**src/rtl/instruction_decode_stage_pkg.sv**
```systemverilog
// Shared types and constants for the instruction decode stage.
package instruction_decode_stage_pkg;

  typedef enum logic [1:0] {
    FMT_A    = 2'd0,
    FMT_B    = 2'd1,
    FMT_C    = 2'd2,
    FMT_NONE = 2'd3
  } fmt_e;

  typedef enum logic [1:0] {
    Q_EMPTY,
    Q_PARTIAL,
    Q_FULL
  } qstate_e;

  localparam logic [5:0] OP_ALU  = 6'b000000;
  localparam logic [5:0] OP_IMM0 = 6'b100010;
  localparam logic [5:0] OP_IMM1 = 6'b100011;
  localparam logic [5:0] OP_JMP0 = 6'b000010;
  localparam logic [5:0] OP_JMP1 = 6'b000011;
  localparam logic [5:0] OP_NOP  = 6'b111111;

  localparam int unsigned OPC_W = 17;

  // Width-independent part of a decoded entry; register fields and the
  // immediate are stored alongside it at their parameterised widths.
  typedef struct packed {
    fmt_e             fmt;
    logic             nop;
    logic             ifnr;
    logic [OPC_W-1:0] opcode;
  } decoded_ctrl_t;

endpackage

```
**src/rtl/instruction_decode_stage_decode_fields.sv**
```systemverilog
// Pure combinational split of one instruction word into decoded fields.
module decode_fields
  import instruction_decode_stage_pkg::*;
#(
  parameter int unsigned INSTR_W = 32,
  parameter int unsigned REG_W   = 5,
  parameter int unsigned DATA_W  = 32
) (
  input  logic [INSTR_W-1:0] i_instr,
  input  logic               i_extend,
  output logic [REG_W-1:0]   o_rs1,
  output logic [REG_W-1:0]   o_rs2,
  output logic [REG_W-1:0]   o_rd,
  output logic [DATA_W-1:0]  o_imm,
  output decoded_ctrl_t      o_ctrl
);

  logic [15:0] w_f16;
  logic [25:0] w_f26;
  logic [5:0]  w_op;

  assign w_f16 = i_instr[21:6];
  assign w_f26 = i_instr[31:6];
  assign w_op  = i_instr[5:0];

  // Classify on the low opcode bits and extract the matching field layout.
  always_comb begin
    o_rs1         = '0;
    o_rs2         = '0;
    o_rd          = '0;
    o_imm         = '0;
    o_ctrl        = '0;
    o_ctrl.fmt    = FMT_NONE;
    unique case (w_op)
      OP_ALU: begin
        o_ctrl.fmt    = FMT_A;
        o_rs1         = REG_W'(i_instr[31:27]);
        o_rs2         = REG_W'(i_instr[26:22]);
        o_rd          = REG_W'(i_instr[21:17]);
        o_ctrl.opcode = i_instr[16:0];
      end
      OP_IMM0, OP_IMM1: begin
        o_ctrl.fmt    = FMT_B;
        o_rs1         = REG_W'(i_instr[31:27]);
        o_rd          = REG_W'(i_instr[26:22]);
        o_ctrl.opcode = OPC_W'(w_op);
        o_imm         = i_extend ? DATA_W'($signed(w_f16)) : DATA_W'(w_f16);
      end
      OP_JMP0, OP_JMP1: begin
        o_ctrl.fmt    = FMT_C;
        o_ctrl.opcode = OPC_W'(w_op);
        o_imm         = i_extend ? DATA_W'($signed(w_f26)) : DATA_W'(w_f26);
      end
      OP_NOP: begin
        o_ctrl.nop = 1'b1;
      end
      default: begin
        o_ctrl.ifnr = 1'b1;
      end
    endcase
  end

endmodule

```
**src/rtl/instruction_decode_stage.sv**
```systemverilog
// Flow-controlled decode stage: decodes each accepted word and buffers the
// result in a small circular queue whose head drives the outputs.
module instruction_decode_stage
  import instruction_decode_stage_pkg::*;
#(
  parameter int unsigned INSTR_W  = 32,
  parameter int unsigned REG_W    = 5,
  parameter int unsigned DATA_W   = 32,
  parameter int unsigned DEPTH    = 2,
  parameter bit          DROP_NOP = 1'b0
) (
  input  logic                     Clock,
  input  logic                     Reset,
  input  logic                     InValid,
  output logic                     InReady,
  input  logic [INSTR_W-1:0]       Instruction,
  input  logic                     Extend,
  output logic                     OutValid,
  input  logic                     OutReady,
  output logic [REG_W-1:0]         Rsrc1,
  output logic [REG_W-1:0]         Rsrc2,
  output logic [REG_W-1:0]         Rdst,
  output logic [16:0]              OP_Code,
  output logic [DATA_W-1:0]        IMMEDIATE_Decoded,
  output logic [1:0]               InstructionFormat,
  output logic                     NOP_FLAG,
  output logic                     IFNR_FLAG,
  output logic [$clog2(DEPTH):0]   Occupancy
);

  localparam int unsigned AW = $clog2(DEPTH);
  localparam int unsigned CW = AW + 1;

  logic [REG_W-1:0]  w_rs1, w_rs2, w_rd;
  logic [DATA_W-1:0] w_imm;
  decoded_ctrl_t     w_ctrl;

  decode_fields #(
    .INSTR_W (INSTR_W),
    .REG_W   (REG_W),
    .DATA_W  (DATA_W)
  ) u_decode (
    .i_instr  (Instruction),
    .i_extend (Extend),
    .o_rs1    (w_rs1),
    .o_rs2    (w_rs2),
    .o_rd     (w_rd),
    .o_imm    (w_imm),
    .o_ctrl   (w_ctrl)
  );

  logic [REG_W-1:0]  r_rs1  [DEPTH];
  logic [REG_W-1:0]  r_rs2  [DEPTH];
  logic [REG_W-1:0]  r_rd   [DEPTH];
  logic [DATA_W-1:0] r_imm  [DEPTH];
  decoded_ctrl_t     r_ctrl [DEPTH];
  logic [AW-1:0]     r_wr_ptr, r_rd_ptr;
  logic [CW-1:0]     r_count;

  qstate_e w_qstate;
  logic    w_accept, w_push, w_pop;

  // Queue state is purely a view of the occupancy count.
  always_comb begin
    w_qstate = Q_PARTIAL;
    if (r_count == '0)
      w_qstate = Q_EMPTY;
    else if (r_count == CW'(DEPTH))
      w_qstate = Q_FULL;
  end

  // Reset forces the handshake outputs to their idle values immediately.
  assign InReady   = Reset || (w_qstate != Q_FULL);
  assign OutValid  = !Reset && (w_qstate != Q_EMPTY);
  assign Occupancy = Reset ? '0 : r_count;

  assign w_accept = InValid && InReady && !Reset;
  assign w_push   = w_accept && !(DROP_NOP && w_ctrl.nop);
  assign w_pop    = OutValid && OutReady;

  // Pointer and occupancy bookkeeping; data written at the tail on push.
  always_ff @(posedge Clock) begin
    if (Reset) begin
      r_wr_ptr <= '0;
      r_rd_ptr <= '0;
      r_count  <= '0;
    end else begin
      if (w_push) begin
        r_rs1[r_wr_ptr]  <= w_rs1;
        r_rs2[r_wr_ptr]  <= w_rs2;
        r_rd[r_wr_ptr]   <= w_rd;
        r_imm[r_wr_ptr]  <= w_imm;
        r_ctrl[r_wr_ptr] <= w_ctrl;
        r_wr_ptr         <= r_wr_ptr + AW'(1);
      end
      if (w_pop)
        r_rd_ptr <= r_rd_ptr + AW'(1);
      unique case ({w_push, w_pop})
        2'b10:   r_count <= r_count + CW'(1);
        2'b01:   r_count <= r_count - CW'(1);
        default: r_count <= r_count;
      endcase
    end
  end

  // Head entry to outputs, held at zero whenever nothing valid is presented.
  always_comb begin
    Rsrc1             = '0;
    Rsrc2             = '0;
    Rdst              = '0;
    OP_Code           = '0;
    IMMEDIATE_Decoded = '0;
    InstructionFormat = '0;
    NOP_FLAG          = 1'b0;
    IFNR_FLAG         = 1'b0;
    if (OutValid) begin
      Rsrc1             = r_rs1[r_rd_ptr];
      Rsrc2             = r_rs2[r_rd_ptr];
      Rdst              = r_rd[r_rd_ptr];
      OP_Code           = r_ctrl[r_rd_ptr].opcode;
      IMMEDIATE_Decoded = r_imm[r_rd_ptr];
      InstructionFormat = r_ctrl[r_rd_ptr].fmt;
      NOP_FLAG          = r_ctrl[r_rd_ptr].nop;
      IFNR_FLAG         = r_ctrl[r_rd_ptr].ifnr;
    end
  end

endmodule
```
**config.mk**
```make
export PLATFORM = sky130hd
export DESIGN_NAME = instruction_decode_stage
export DESIGN_NICKNAME = d
export VERILOG_FILES = /design/src/rtl/instruction_decode_stage_pkg.sv /design/src/rtl/instruction_decode_stage_decode_fields.sv /design/src/rtl/instruction_decode_stage.sv
export SDC_FILE = /design/constraint.sdc
export NUM_CORES = 1
export LEC_CHECK = 0
export CORE_UTILIZATION = 40
export CTS_BUF_LIST = sky130_fd_sc_hd__clkbuf_4 sky130_fd_sc_hd__clkbuf_8
export CTS_CLUSTER_SIZE = 24
export DETAILED_ROUTE_END_ITERATION = 12
export PLACE_DENSITY = 0.67
export RECOVER_POWER = 25
export SYNTH_ARGS = -nofsm -noshare
export SYNTH_HDL_FRONTEND = slang
export SYNTH_SLANG_ARGS = --single-unit
```
**constraint.sdc**
```tcl
create_clock -name Clock -period 4.5 [get_ports Clock]
set_input_delay 0.675 -clock Clock [delete_from_list [all_inputs] [get_ports Clock]]
set_output_delay 0.675 -clock Clock [all_outputs]
set_load 0.005 [all_outputs]
```
Word-level counts from Yosys, hierarchy flattened. Memory sizes are Yosys's and may differ from the RTL's. A register that Yosys moved wholly into a read port is not among the register bits. Cells that the tools add are included.

$add $sub $neg: 4. Multiply operators: 0. Div/mod/pow operators: 0. Magnitude comparators: 0. Equality and inequality tests: 9. Shift operators: 0. Multiplexer cells: 35. Bitwise logic cells: 0. Reduce and logical (&&, ||, !) cells: 15.

Operator list (count): $mux 32 (3); $pmux 32 s2 (1); $pmux 17 s2 (1); $mux 5 (5); $eq 6x6->1 const B (3); $mux 1 (17); $mux 17 (1); $eq 6x2->1 const B (2); $pmux 5 s2 (1); $mux 2 (4); $logic_not 6->1 (1); $pmux 2 s3 (1); $reduce_or 6->1 (1); $eq 2x2->1 const B (2); $logic_and 1x1->1 (4); $pmux 2 s2 (1); $reduce_bool 2->1 (2); $reduce_or 2->1 (2); $reduce_or 4->1 (1); $reduce_or 3->1 (1); $add 1x1->1 const B (2); $add 2x1->2 const B (1); $eq 2x1->1 const B (1); $logic_not 2->1 (1); 4 further kinds (4).

Bits in registers: 4. Bits in latches: 0. RAM bits: 136. Memory bits (read-only): 0. Input port bits: 37. Output and inout port bits: 72. Memories: 5.

Memory list: r_imm (depth 2, bits a word 32, rd ports 1, clocked after memory_dff 1, write ports 1, RTL line instruction_decode_stage.sv:55) `logic [DATA_W-1:0] r_imm [DEPTH];`; r_ctrl (depth 2, bits a word 21, rd ports 1, clocked after memory_dff 1, write ports 1, RTL line instruction_decode_stage.sv:56) `decoded_ctrl_t r_ctrl [DEPTH];`; r_rd (depth 2, bits a word 5, rd ports 1, clocked after memory_dff 1, write ports 1, RTL line instruction_decode_stage.sv:54) `logic [REG_W-1:0] r_rd [DEPTH];`; r_rs1 (depth 2, bits a word 5, rd ports 1, clocked after memory_dff 1, write ports 1, RTL line instruction_decode_stage.sv:52) `logic [REG_W-1:0] r_rs1 [DEPTH];`; r_rs2 (depth 2, bits a word 5, rd ports 1, clocked after memory_dff 1, write ports 1, RTL line instruction_decode_stage.sv:53) `logic [REG_W-1:0] r_rs2 [DEPTH];`.

Depth between registers and ports, before layout.
Depth after elaboration: 10. Mapped depth: 9. Mapped depth without buffers: 7.

Cells and area by module. From an unflattened synthesis, not the netlist that was laid out.

Cells, all modules: 436. Area, all modules: 6120.9 µm².

Modules (own cells, without submodules): instruction_decode_stage (instances 1, cells each 320, area an instance 5375.2 µm², sequential area each 4184.0 µm²); decode_fields (instances 1, cells each 116, area an instance 745.7 µm², sequential area each 0.0 µm²).

Worst setup path after synthesis. OpenSTA, ideal clock, no wires.

Path kind: input-to-reg. Start: input Reset. End: memory r_ctrl[1][0] (netlist bit), enable pin. Arrival time: 3.766 ns. Data required time: 4.016 ns. Setup slack: 0.250 ns. Stages on the path: 3. Cell sequence: nand2b_1 -> or2_2 -> nor2_1.

Word-level cells in the longest chain between the ends: 6.

Ends and longest elaborated chain: from (decl) (RTL line instruction_decode_stage.sv:13) `input logic Reset,`; $logic_or 1x1->1 (RTL line instruction_decode_stage.sv:73) `assign InReady = Reset || (w_qstate != Q_FULL);`; $logic_and 1x1->1 (2 in a row) (RTL line instruction_decode_stage.sv:77) `assign w_accept = InValid && InReady && !Reset;`; $mux 1 (RTL line instruction_decode_stage.sv:88) `if (w_push) begin`; $mux 1 * (RTL line instruction_decode_stage.sv:83) `if (Reset) begin`; $mux 1 (not written as such) * (RTL line instruction_decode_stage.sv:93) `r_ctrl[r_wr_ptr] <= w_ctrl;`; to (decl) (RTL line instruction_decode_stage.sv:56).

Mark *: on every way between the ends. The rest lies on a longest branch, timed or not.

==> results.txt <==
For this block, the via count after detailed routing is 3531. The initial antenna violation count is 0. Walking the worst path, the cells encountered are dlygate4sd3_1, clkbuf_1, nor3_1, o21a_1, inv_1.

Leaving out fill and tap cells, the most frequent cells in the layout are sky130_fd_sc_hd__edfxtp_1 (126), sky130_fd_sc_hd__clkdlybuf4s50_1 (105), sky130_fd_sc_hd__nor2_1 (67). The number of input and output port buffers inserted is 108, and the register clock-pin slew on the reported worst setup and hold paths is 0.08 ns. Counting both buffers and inverters, the worst setup path holds a total of 3. The logs give 0.279 GHz for the maximum frequency from static timing analysis and 2 for the maximum buffer depth of the clock tree. The floorplan step set the die width to 121 µm. The largest net degree at the start of global routing is 42.

The accumulated negative setup slack is 0 ns, and the worst path arrival time is 3.74 ns. The total iterations of the first detailed-routing run is 4, and the residual antenna-violating net count after detailed routing is 0. The run gives 0 as the count of instances resized after the clock tree is built.

STA classifies the critical path endpoint as a flip-flop. The run gives 2.51 nW as the leakage power total. Grouping stages by cell kind, the critical path spends the most delay in simple AND/OR/NAND/NOR gates. Including well taps, the total number of placed cells is 677. Once the floorplan was initialized, standard cells occupied 41.7% of the core. The routed design could run at a clock period as short as 3.59 ns. Buffers added to address setup during post-CTS repair amount to 0. For the pin with the worst max-slew slack, the measured transition is 1.83 ns.

TritonCTS built the clock tree. At the end of the flow, the number of nets in the layout was 558. Setup repair after global routing left no endpoint under its margin.

The library cell used most frequently in the layout, excluding fill and tap cells, is sky130_fd_sc_hd__edfxtp_1. The maximum clock skew at final layout is 0.0123 ns, and the maximum resistive drop on vdd is 0.177 mV. In this run the register-to-register setup slack is 1.56 ns. The cell with the largest stage delay on the worst path is sky130_fd_sc_hd__nor3_1. The floorplan step defined a die boundary enclosing 14500 µm². The HPWL after detailed placement is 7850 µm. Dividing the detail-routed via count by the number of cells gives 4.98. The final critical path takes up 79.7% of the cycle.

The category of the worst setup path launch point is a primary input. Highest fanout seen on the critical path: 24. For the worst setup path, the data required time is 4.65 ns. In the global route stage, met1 resource usage came out at 22.5%.

The max-slew violation count came out at 55. The number of hold buffers added after CTS was 0; the met3 usage was 3.96%. The layer with the highest usage after global routing was met2. 0 antenna diodes ended up in the layout.

Critical setup path kind: in -> reg. The flow ran to the end, but the final reports show violations. The congestion estimate from routability-driven global placement came to 0.747. The number of DRC violations after detailed routing was 0. The tools report the global-route usage over all layers as 17.3%.

The vertical extent of the die was 121 µm; the DRC violation total after the first TritonRoute iteration was 217. The routed wire length is 11900 µm. The smallest hold slack is 0.481 ns.

The tools report the count of max-cap constraint violations as 3. CTS built an H-tree with a depth of 4. The floorplan step defined a core boundary enclosing 13500 µm².

The run gives 0.42 ns as the clock latency reported for the late side of the worst-skew pair. Counting flops and latches in the post-synthesis netlist gives 131. The site row count is 42. The run gives 28.6% as the global-route track usage on met2.

After synthesis the cells add up to 5630 µm². The Yosys step of the flow raised 0 warnings. The final reports fail on capacitance limit, slew limit.

The wire length per cell was 16.8 µm. Of the cells placed in the final design, the portion with a size suffix greater than 1 is 8.07%. For the clock net sink count, the log shows 131. The fraction of the yosys area taken by sequential cells is 69.0%.

The min-delay analysis places its worst path in the category reg -> reg. In this run the power density over the cells is 401 nW/µm². For the first-pass GRT wire length, the log shows 18700 µm. A synthesized cell averages 13.8 µm². The count of mapped cells out of synthesis is 409, and the number of setup violations in the final report is 0. The final standard cell count with taps included and fillers excluded is 709. The tools report the hold violation total from the final report as 0. Compared with the post-synthesis result, the final layout area differs by 30.2%. The root buffer cell is sky130_fd_sc_hd__clkbuf_8. The number of CTS-inserted buffers was 17; the normalized max-slew margin was -22.7%. The synthesized netlist contains 33 unique library cells. The biggest cell delay along the critical path came out at 1.54 ns.

The total overflow left after global routing is 0. In this run the count of I/O pins placed on the die edge is 109. The number of global-route vias before repair is 3637.
==> synth_stat cells (all sizes together) <==
master,n,area (µm²)
and2,7,46.3
nand2,11,41.3
nor3,2,15.0
nor2,67,251
nand4,1,6.26
or3,2,12.5
a21oi,18,90.1
inv,6,22.5
mux2i,65,651
xnor2,1,8.76
nor2b,3,18.8
o21a,1,7.51
o21bai,1,11.3
o21ai,3,15.0
dfxtp,5,100
nand2b,13,81.3
clkbuf,13,48.8
or4,1,7.51
edfxtp,126,3780
nand3b,5,37.5
xor2,1,8.76
ha,1,12.5
and3,35,219
or2,1,6.26
buf,18,115
nand3,1,5.00
conb,1,3.75
==> worst register-to-register path, delay by kind of cell (launching register included) <==
family	cells	cell delay (ns)
buffers and inverters	1	0.53
DFF	1	0.48
and+or+nand+nor	3	1.57
==> path summary, 6_finish.rpt <==
kind,startpoint,end,cells after the start
min reg2reg,r_rd_ptr,flip-flop,1
max,Instruction[1],r_ctrl[1][20],5
max reg2reg,r_count[0],r_rs1[1][2],4
min,r_rd_ptr,flip-flop,1
==> report_power, final <==
part / internal [W] / switching (W) / total [W]
clock: 0.000711 / 0.000448 / 0.00116
combinational: 0.000196 / 0.000165 / 0.000360
sequential: 0.00138 / 0.0000411 / 0.00142
==> per-stage QoR <==
stage                     total power [W]  utilization [%]  setup slack [ns]  cell area, µm²
final                             0.00294             54.3             0.913            7330
after detailed placement          0.00182             51.0              1.05            6880
after CTS                         0.00297             54.4              1.04            7350
after global placement            0.00181             51.0              1.07            6880
after global routing              0.00305             54.3             0.615            7330
after floorplan                   0.00163                -             0.250            5650
==> sequential cells by signal, indices dropped and copies added (netlist names), named ones only <==
name      flops
r_count       2
r_ctrl       42
r_imm        54
r_rd         10
r_rd_ptr      1
r_rs1        10
r_rs2        10
r_wr_ptr      1
==> layout make-up <==
class                   instances  area [µm²]
multi-input cells             246        1580
fillers                      1148        6180
repair buffers                118        1150
inverters                       6        22.5
well taps                     176         220
flip-flops and latches        131        3890
clock inverters                15         238
clock buffers                  17         234
==> cell families after synthesis <==
family          count (synthesis)  synth area share (%)
simple gates                  149                  13.3
xor+xnor                        2                 0.311
buf+inv                        37                  3.31
other cells                     1                0.0666
compound gates                 23                  2.20
fa+ha+maj                       1                 0.222
mux                            65                  11.6
flops                         131                  69.0
==> per-layer routing <==
layer,vias up,wire (µm)
met1,1728,5190
met5,-,0
li1,1691,-
met3,8,535
met4,0,97
met2,104,6100
No activity file was read; power rests on OpenSTA's default activity.
